<file path="config.mk">
export PLATFORM = sky130hd
export DESIGN_NAME = seq_window_monitor
export DESIGN_NICKNAME = d
export VERILOG_FILES = /design/src/rtl/seq_pkg.sv /design/src/rtl/seq_window_monitor_sat_counter.sv /design/src/rtl/seq_window_monitor.sv
export SDC_FILE = /design/constraint.sdc
export NUM_CORES = 1
export LEC_CHECK = 0
export BUFFER_PORTS_ARGS = -buffer_cell sky130_fd_sc_hd__buf_2
export CORE_ASPECT_RATIO = 1.4
export CORE_MARGIN = 10
export CORE_UTILIZATION = 49
export CTS_BUF_LIST = sky130_fd_sc_hd__clkbuf_8
export CTS_CLUSTER_DIAMETER = 50
export DETAILED_ROUTE_END_ITERATION = 16
export PLACE_DENSITY = 0.72
export SETUP_SLACK_MARGIN = 0.02
export SYNTH_ARGS = -nofsm -noshare
export SYNTH_HDL_FRONTEND = slang
export SYNTH_SLANG_ARGS = --single-unit
</file>
<file path="constraint.sdc">
create_clock -name clk -period 6.4 [get_ports clk]
set_input_delay 1.6 -clock clk [delete_from_list [all_inputs] [get_ports clk]]
set_output_delay 1.6 -clock clk [all_outputs]
set_load 0.005 [all_outputs]
</file>
<file path="src/rtl/seq_pkg.sv">
// Shared definitions for the sequence-detection window monitor.
package seq_pkg;

  // Default widths: per-window count/threshold, window length, running total.
  localparam int DEF_CNT_W = 8;
  localparam int DEF_WIN_W = 16;
  localparam int DEF_TOT_W = 16;

  // Monitor FSM encoding; the unused code 3 falls back to IDLE.
  typedef enum logic [1:0] {
    IDLE   = 2'd0,
    WINDOW = 2'd1,
    ALARM  = 2'd2
  } mon_state_t;

endpackage

</file>
<file path="src/rtl/seq_window_monitor_sat_counter.sv">
// Up-counter that sticks at all-ones instead of wrapping.
module sat_counter #(
  parameter int W = 8
) (
  input  logic         clk,
  input  logic         rst_n,
  input  logic         i_clr,
  input  logic         i_load_zero,
  input  logic         i_inc,
  output logic [W-1:0] o_cnt
);

  logic [W-1:0] r_cnt;

  // Clearing takes precedence over counting; counting stops at all-ones.
  always_ff @(posedge clk or negedge rst_n) begin
    if (!rst_n) begin
      r_cnt <= '0;
    end else if (i_clr || i_load_zero) begin
      r_cnt <= '0;
    end else if (i_inc && (r_cnt != {W{1'b1}})) begin
      r_cnt <= r_cnt + 1'b1;
    end
  end

  assign o_cnt = r_cnt;

endmodule

</file>
<file path="src/rtl/seq_window_monitor.sv">
// Rate monitor on the 1011 detector strobe.
//
// state  | meaning
// IDLE   | no window running; waits for enable with a non-zero win_len
// WINDOW | sampling seq_seen for win_len cycles, windows back-to-back
// ALARM  | a window count reached threshold; held until clear or reset
module seq_window_monitor
  import seq_pkg::*;
#(
  parameter int CNT_W = DEF_CNT_W,
  parameter int WIN_W = DEF_WIN_W,
  parameter int TOT_W = DEF_TOT_W
) (
  input  logic             clk,
  input  logic             reset,
  input  logic             seq_seen,
  input  logic             enable,
  input  logic             clear,
  input  logic [WIN_W-1:0] win_len,
  input  logic [CNT_W-1:0] threshold,
  output logic [CNT_W-1:0] match_count,
  output logic [TOT_W-1:0] total_count,
  output logic             window_done,
  output logic             alarm,
  output logic             busy
);

  mon_state_t       r_state;
  mon_state_t       w_state_nxt;
  logic [WIN_W-1:0] r_win_cnt;
  logic [WIN_W-1:0] w_win_cnt_nxt;
  logic [CNT_W-1:0] r_match_count;
  logic [CNT_W-1:0] w_match_nxt;
  logic             r_window_done;
  logic             w_done_nxt;
  logic             r_alarm;
  logic             w_alarm_nxt;
  logic             r_busy;
  logic             w_busy_nxt;
  logic             w_wm_load_zero;
  logic             w_wm_inc;
  logic [CNT_W-1:0] w_win_match;
  logic [CNT_W-1:0] w_final;
  logic [TOT_W-1:0] w_total;

  // Matches seen so far in the current window.
  sat_counter #(.W(CNT_W)) u_win_match (
    .clk         (clk),
    .rst_n       (reset),
    .i_clr       (clear),
    .i_load_zero (w_wm_load_zero),
    .i_inc       (w_wm_inc),
    .o_cnt       (w_win_match)
  );

  // Free-running total; counts in every state, including ALARM.
  sat_counter #(.W(TOT_W)) u_total (
    .clk         (clk),
    .rst_n       (reset),
    .i_clr       (clear),
    .i_load_zero (1'b0),
    .i_inc       (seq_seen),
    .o_cnt       (w_total)
  );

  // Window result including the last cycle's strobe, saturated.
  assign w_final = (w_win_match == {CNT_W{1'b1}}) ? w_win_match
                 : w_win_match + {{(CNT_W-1){1'b0}}, seq_seen};

  // Next-state, window counter and registered-output decode.
  always_comb begin
    w_state_nxt    = r_state;
    w_win_cnt_nxt  = r_win_cnt;
    w_match_nxt    = r_match_count;
    w_done_nxt     = 1'b0;
    w_alarm_nxt    = r_alarm;
    w_wm_load_zero = 1'b0;
    w_wm_inc       = 1'b0;
    if (clear) begin
      w_state_nxt   = IDLE;
      w_win_cnt_nxt = '0;
      w_match_nxt   = '0;
      w_alarm_nxt   = 1'b0;
    end else begin
      case (r_state)
        IDLE: begin
          w_alarm_nxt = 1'b0;
          if (enable && (win_len != '0)) begin
            w_win_cnt_nxt  = win_len - 1'b1;
            w_wm_load_zero = 1'b1;
            w_state_nxt    = WINDOW;
          end
        end
        WINDOW: begin
          if (!enable) begin
            w_state_nxt = IDLE;
          end else if (r_win_cnt != '0) begin
            w_wm_inc      = seq_seen;
            w_win_cnt_nxt = r_win_cnt - 1'b1;
          end else begin
            w_match_nxt = w_final;
            w_done_nxt  = 1'b1;
            if ((threshold != '0) && (w_final >= threshold)) begin
              w_alarm_nxt = 1'b1;
              w_state_nxt = ALARM;
            end else if (win_len != '0) begin
              // Back-to-back window, no gap cycle.
              w_win_cnt_nxt  = win_len - 1'b1;
              w_wm_load_zero = 1'b1;
            end else begin
              w_state_nxt = IDLE;
            end
          end
        end
        ALARM: begin
          w_alarm_nxt = 1'b1;
        end
        default: begin
          w_state_nxt = IDLE;
        end
      endcase
    end
    w_busy_nxt = (w_state_nxt == WINDOW);
  end

  // State, window counter and output registers.
  always_ff @(posedge clk or negedge reset) begin
    if (!reset) begin
      r_state       <= IDLE;
      r_win_cnt     <= '0;
      r_match_count <= '0;
      r_window_done <= 1'b0;
      r_alarm       <= 1'b0;
      r_busy        <= 1'b0;
    end else begin
      r_state       <= w_state_nxt;
      r_win_cnt     <= w_win_cnt_nxt;
      r_match_count <= w_match_nxt;
      r_window_done <= w_done_nxt;
      r_alarm       <= w_alarm_nxt;
      r_busy        <= w_busy_nxt;
    end
  end

  assign match_count = r_match_count;
  assign total_count = w_total;
  assign window_done = r_window_done;
  assign alarm       = r_alarm;
  assign busy        = r_busy;

endmodule

</file>
==> results.json <==
{
  "outcome": "finished, final reports clean",
  "synth_top_area_share_pct": 36.41,
  "die_y_um": 122.0,
  "maxCapViolCount": 0,
  "crit_type": "in -> reg",
  "max-clock-path-buffers": 2,
  "vias_per_cell": 5.836,
  "cts.sinks": 53,
  "tightest_slew_ns": 1.073,
  "antenna_cells": 0,
  "drc": 0,
  "routed_wl_um": 9521,
  "dr_total_vias": 3338,
  "max_slew_margin_pct": 28.01,
  "critical-path-max-stage-delay_ns": 0.64,
  "setup_viol": 0,
  "drt-initial-drc-count": 138,
  "dp_hpwl_um": 7115,
  "htree_levels": 2,
  "holdWs_ns": 0.5257,
  "synth_most_common_cell": "dfrtp_1",
  "path_max_fanout": 10,
  "drive_gt1_share_pct": 16.63,
  "worstPathCellList": "buf_2, ha_1, ha_1, nand2_1, nor2_1, xnor2_1, nand2_1, ha_1, a21o_1, a211oi_1, o31a_1, o21ai_4, a211oi_2, a21oi_1, a31oi_1",
  "overflow": 0,
  "routabilityCongestion": 0.9044,
  "period_share_pct": 67.40,
  "die_w_um": 92.87,
  "critPathArrivalTime_ns": 4.56,
  "clk_pin_slew_worst_paths_ns": 0.10,
  "syn_to_final_growth_pct": 11.51,
  "globalRouteTotalUtil_pct": 16.58,
  "grt_max_degree": 54,
  "die_area_sq_mm": 0.01133,
  "ys_async_sr_fraction_pct": 100.0,
  "syn-num-nets": 477,
  "cts_resized": 0,
  "synthTopCellsByCount": "dfrtp_1 (53), nand2_1 (51), nor2_1 (45), o21ai_0 (28), xor2_1 (21)",
  "p_leak_nw": 1.909,
  "fmax_ghz": 0.2318,
  "syn_area_sq_mm": 0.003642,
  "post_cts_buffers": 0,
  "core_area_sq_mm": 0.007315,
  "final_hold_viol_count": 0,
  "fin_worst_skew_ns": 0.01036,
  "path_common_cell": "ha_1",
  "post-route-util_pct": 55.53,
  "vdd_drop_max_mv": 0.1365,
  "post_drt_wl_per_cell_um": 16.65,
  "period_needed_ns": 4.313,
  "cts_tree": "yes",
  "clock-root-buffer": "clkbuf_8",
  "hold_class": "reg -> reg",
  "seq_area_frac_synth_pct": 36.41,
  "cp_slowest_cell": "a211oi_2",
  "start_util_pct": 49.79,
  "synth_area_leader_cell": "dfrtp_1",
  "crit_path_end_kind": "register",
  "start_kind": "primary input",
  "grt_pass1_vias": 3335,
  "grt_pass1_wl_um": 15650,
  "final_max_slew_viol_count": 0,
  "ys.flop_type": "dfrtp_1",
  "syn-instance-count": 429,
  "synth-edff-count": 0,
  "holdBufCountCts": 0,
  "cts_buffers": 5,
  "drtAntennaViolNets": 0,
  "syn-mean-instance-area_sq_um": 8.490,
  "rsz0062_at_grt": "no",
  "clkLatencyLatePin_ns": 0.32,
  "firstDrtPassIters": 4,
  "ys_types": 60,
  "io-pin-count": 56,
  "row_count": 37,
  "nNetsFinal": 522,
  "ys_ff_latch": 53,
  "cellPowerDensity_mw_per_mm2": 202.9,
  "cp_data_required_time_ns": 6.65,
  "antenna_found_initial": 0,
  "ys_warn_count": 0,
  "port_buffers": 55,
  "finalSetupTns_ns": 0,
  "ys_top_cells_by_area": "dfrtp_1 (36%), ha_1 (6.5%), nand2_1 (5.3%)"
}
layout make-up:
type | count | area [sq um]
clock buffers | 5 | 68.82
repair buffers | 56 | 282.8
well taps | 97 | 121.4
flip-flops and latches | 53 | 1326
multi-input cells | 341 | 2156
fillers | 704 | 3253
clock inverters | 3 | 42.54
inverters | 17 | 63.81
registers in the layout (all words and copies together) (netlist names):
name	cells
window_done	1
u_win_match.o_cnt	8
r_state	2
alarm	1
u_total.o_cnt	16
match_count	8
r_win_cnt	16
busy	1
critical path, delay by kind of cell:
kind / cells / cell delay [ns]
fa+ha+maj: 3 / 0.72
buf+inv: 1 / 0.15
xor+xnor: 1 / 0.13
compound gates: 7 / 1.68
simple gates: 3 / 0.28
cells by family (layout without fill, tap and decap cells):
family | count (synthesis) | after routing | synth area share (%)
fa+ha+maj | 19 | 19 | 6.527
compound gates | 95 | 95 | 17.38
flops | 53 | 53 | 36.41
buf+inv | 35 | 81 | 4.397
xor+xnor | 33 | 33 | 7.935
mux | 6 | 6 | 1.683
simple gates | 188 | 188 | 25.66
per-layer routing:
metal  vias to the layer above  routed length [um]  GRT usage (%)
met5                         -                   0              0
met4                         0                 199          6.383
met3                        15                 554          3.938
met2                       102                4923          29.96
met1                      1599                3843          18.22
li1                       1622                   -              -
where the power goes:
group | total [mW] | switching, mW | internal [mW] | leakage (nW)
Sequential | 0.377 | 0.0229 | 0.354 | 0.726
Combinational | 0.216 | 0.139 | 0.0765 | 1.12
Clock | 0.232 | 0.116 | 0.116 | 0.0595
Total | 0.824 | 0.278 | 0.546 | 1.91
metrics by stage:
| stage | worst slack [ns] | cell area (sq um) | instances | total power, mW |
|---|---|---|---|---|
| 3_5_place_dp | 1.791 | 3950 | 564 | 0.5963 |
| 5_1_grt | 1.852 | 4061 | 572 | 0.8749 |
| 2_1_floorplan | 2.377 | 3642 | 429 | 0.5288 |
| 6_report | 2.087 | 4061 | 572 | 0.8240 |
| 3_3_place_gp | 1.837 | 3950 | 564 | 0.5925 |
| 4_1_cts | 2.117 | 4061 | 572 | 0.8279 |
worst paths after layout:
kind / start / end / slack, ns / cells past startpoint
hold / removal: match_count[1] / match_count[1] / 0.53 / 2
setup / recovery: seq_seen / r_win_cnt[0] / 2.09 / 15
min in group asynchronous: reset / r_win_cnt[9] / 1.39 / 2
max in group asynchronous: reset / u_total.o_cnt[8] / 4.55 / 2
hold reg to reg: match_count[1] / match_count[1] / 0.53 / 2
setup reg to reg: u_win_match.o_cnt[3] / r_win_cnt[0] / 2.61 / 12
cells in the final DEF, fill, tap and decap left out, types with 3 or more instances in the layout:
cell and instances:
buf_2 55, dfrtp_1 53, nand2_1 51, nor2_1 45, o21ai_0 28, xor2_1 21
a21oi_1 20, ha_1 19, inv_1 18, nand3_1 15, nor3_1 15, nand4_1 13
xnor2_1 12, and3_1 8, or3_1 8, nor4_1 8, o31ai_1 7, a32o_1 7
and2_1 6, mux2i_1 5, clkbuf_8 5, o211ai_1 4, nor2b_1 3, o21ai_1 3
(Power assumes the default switching activity.)
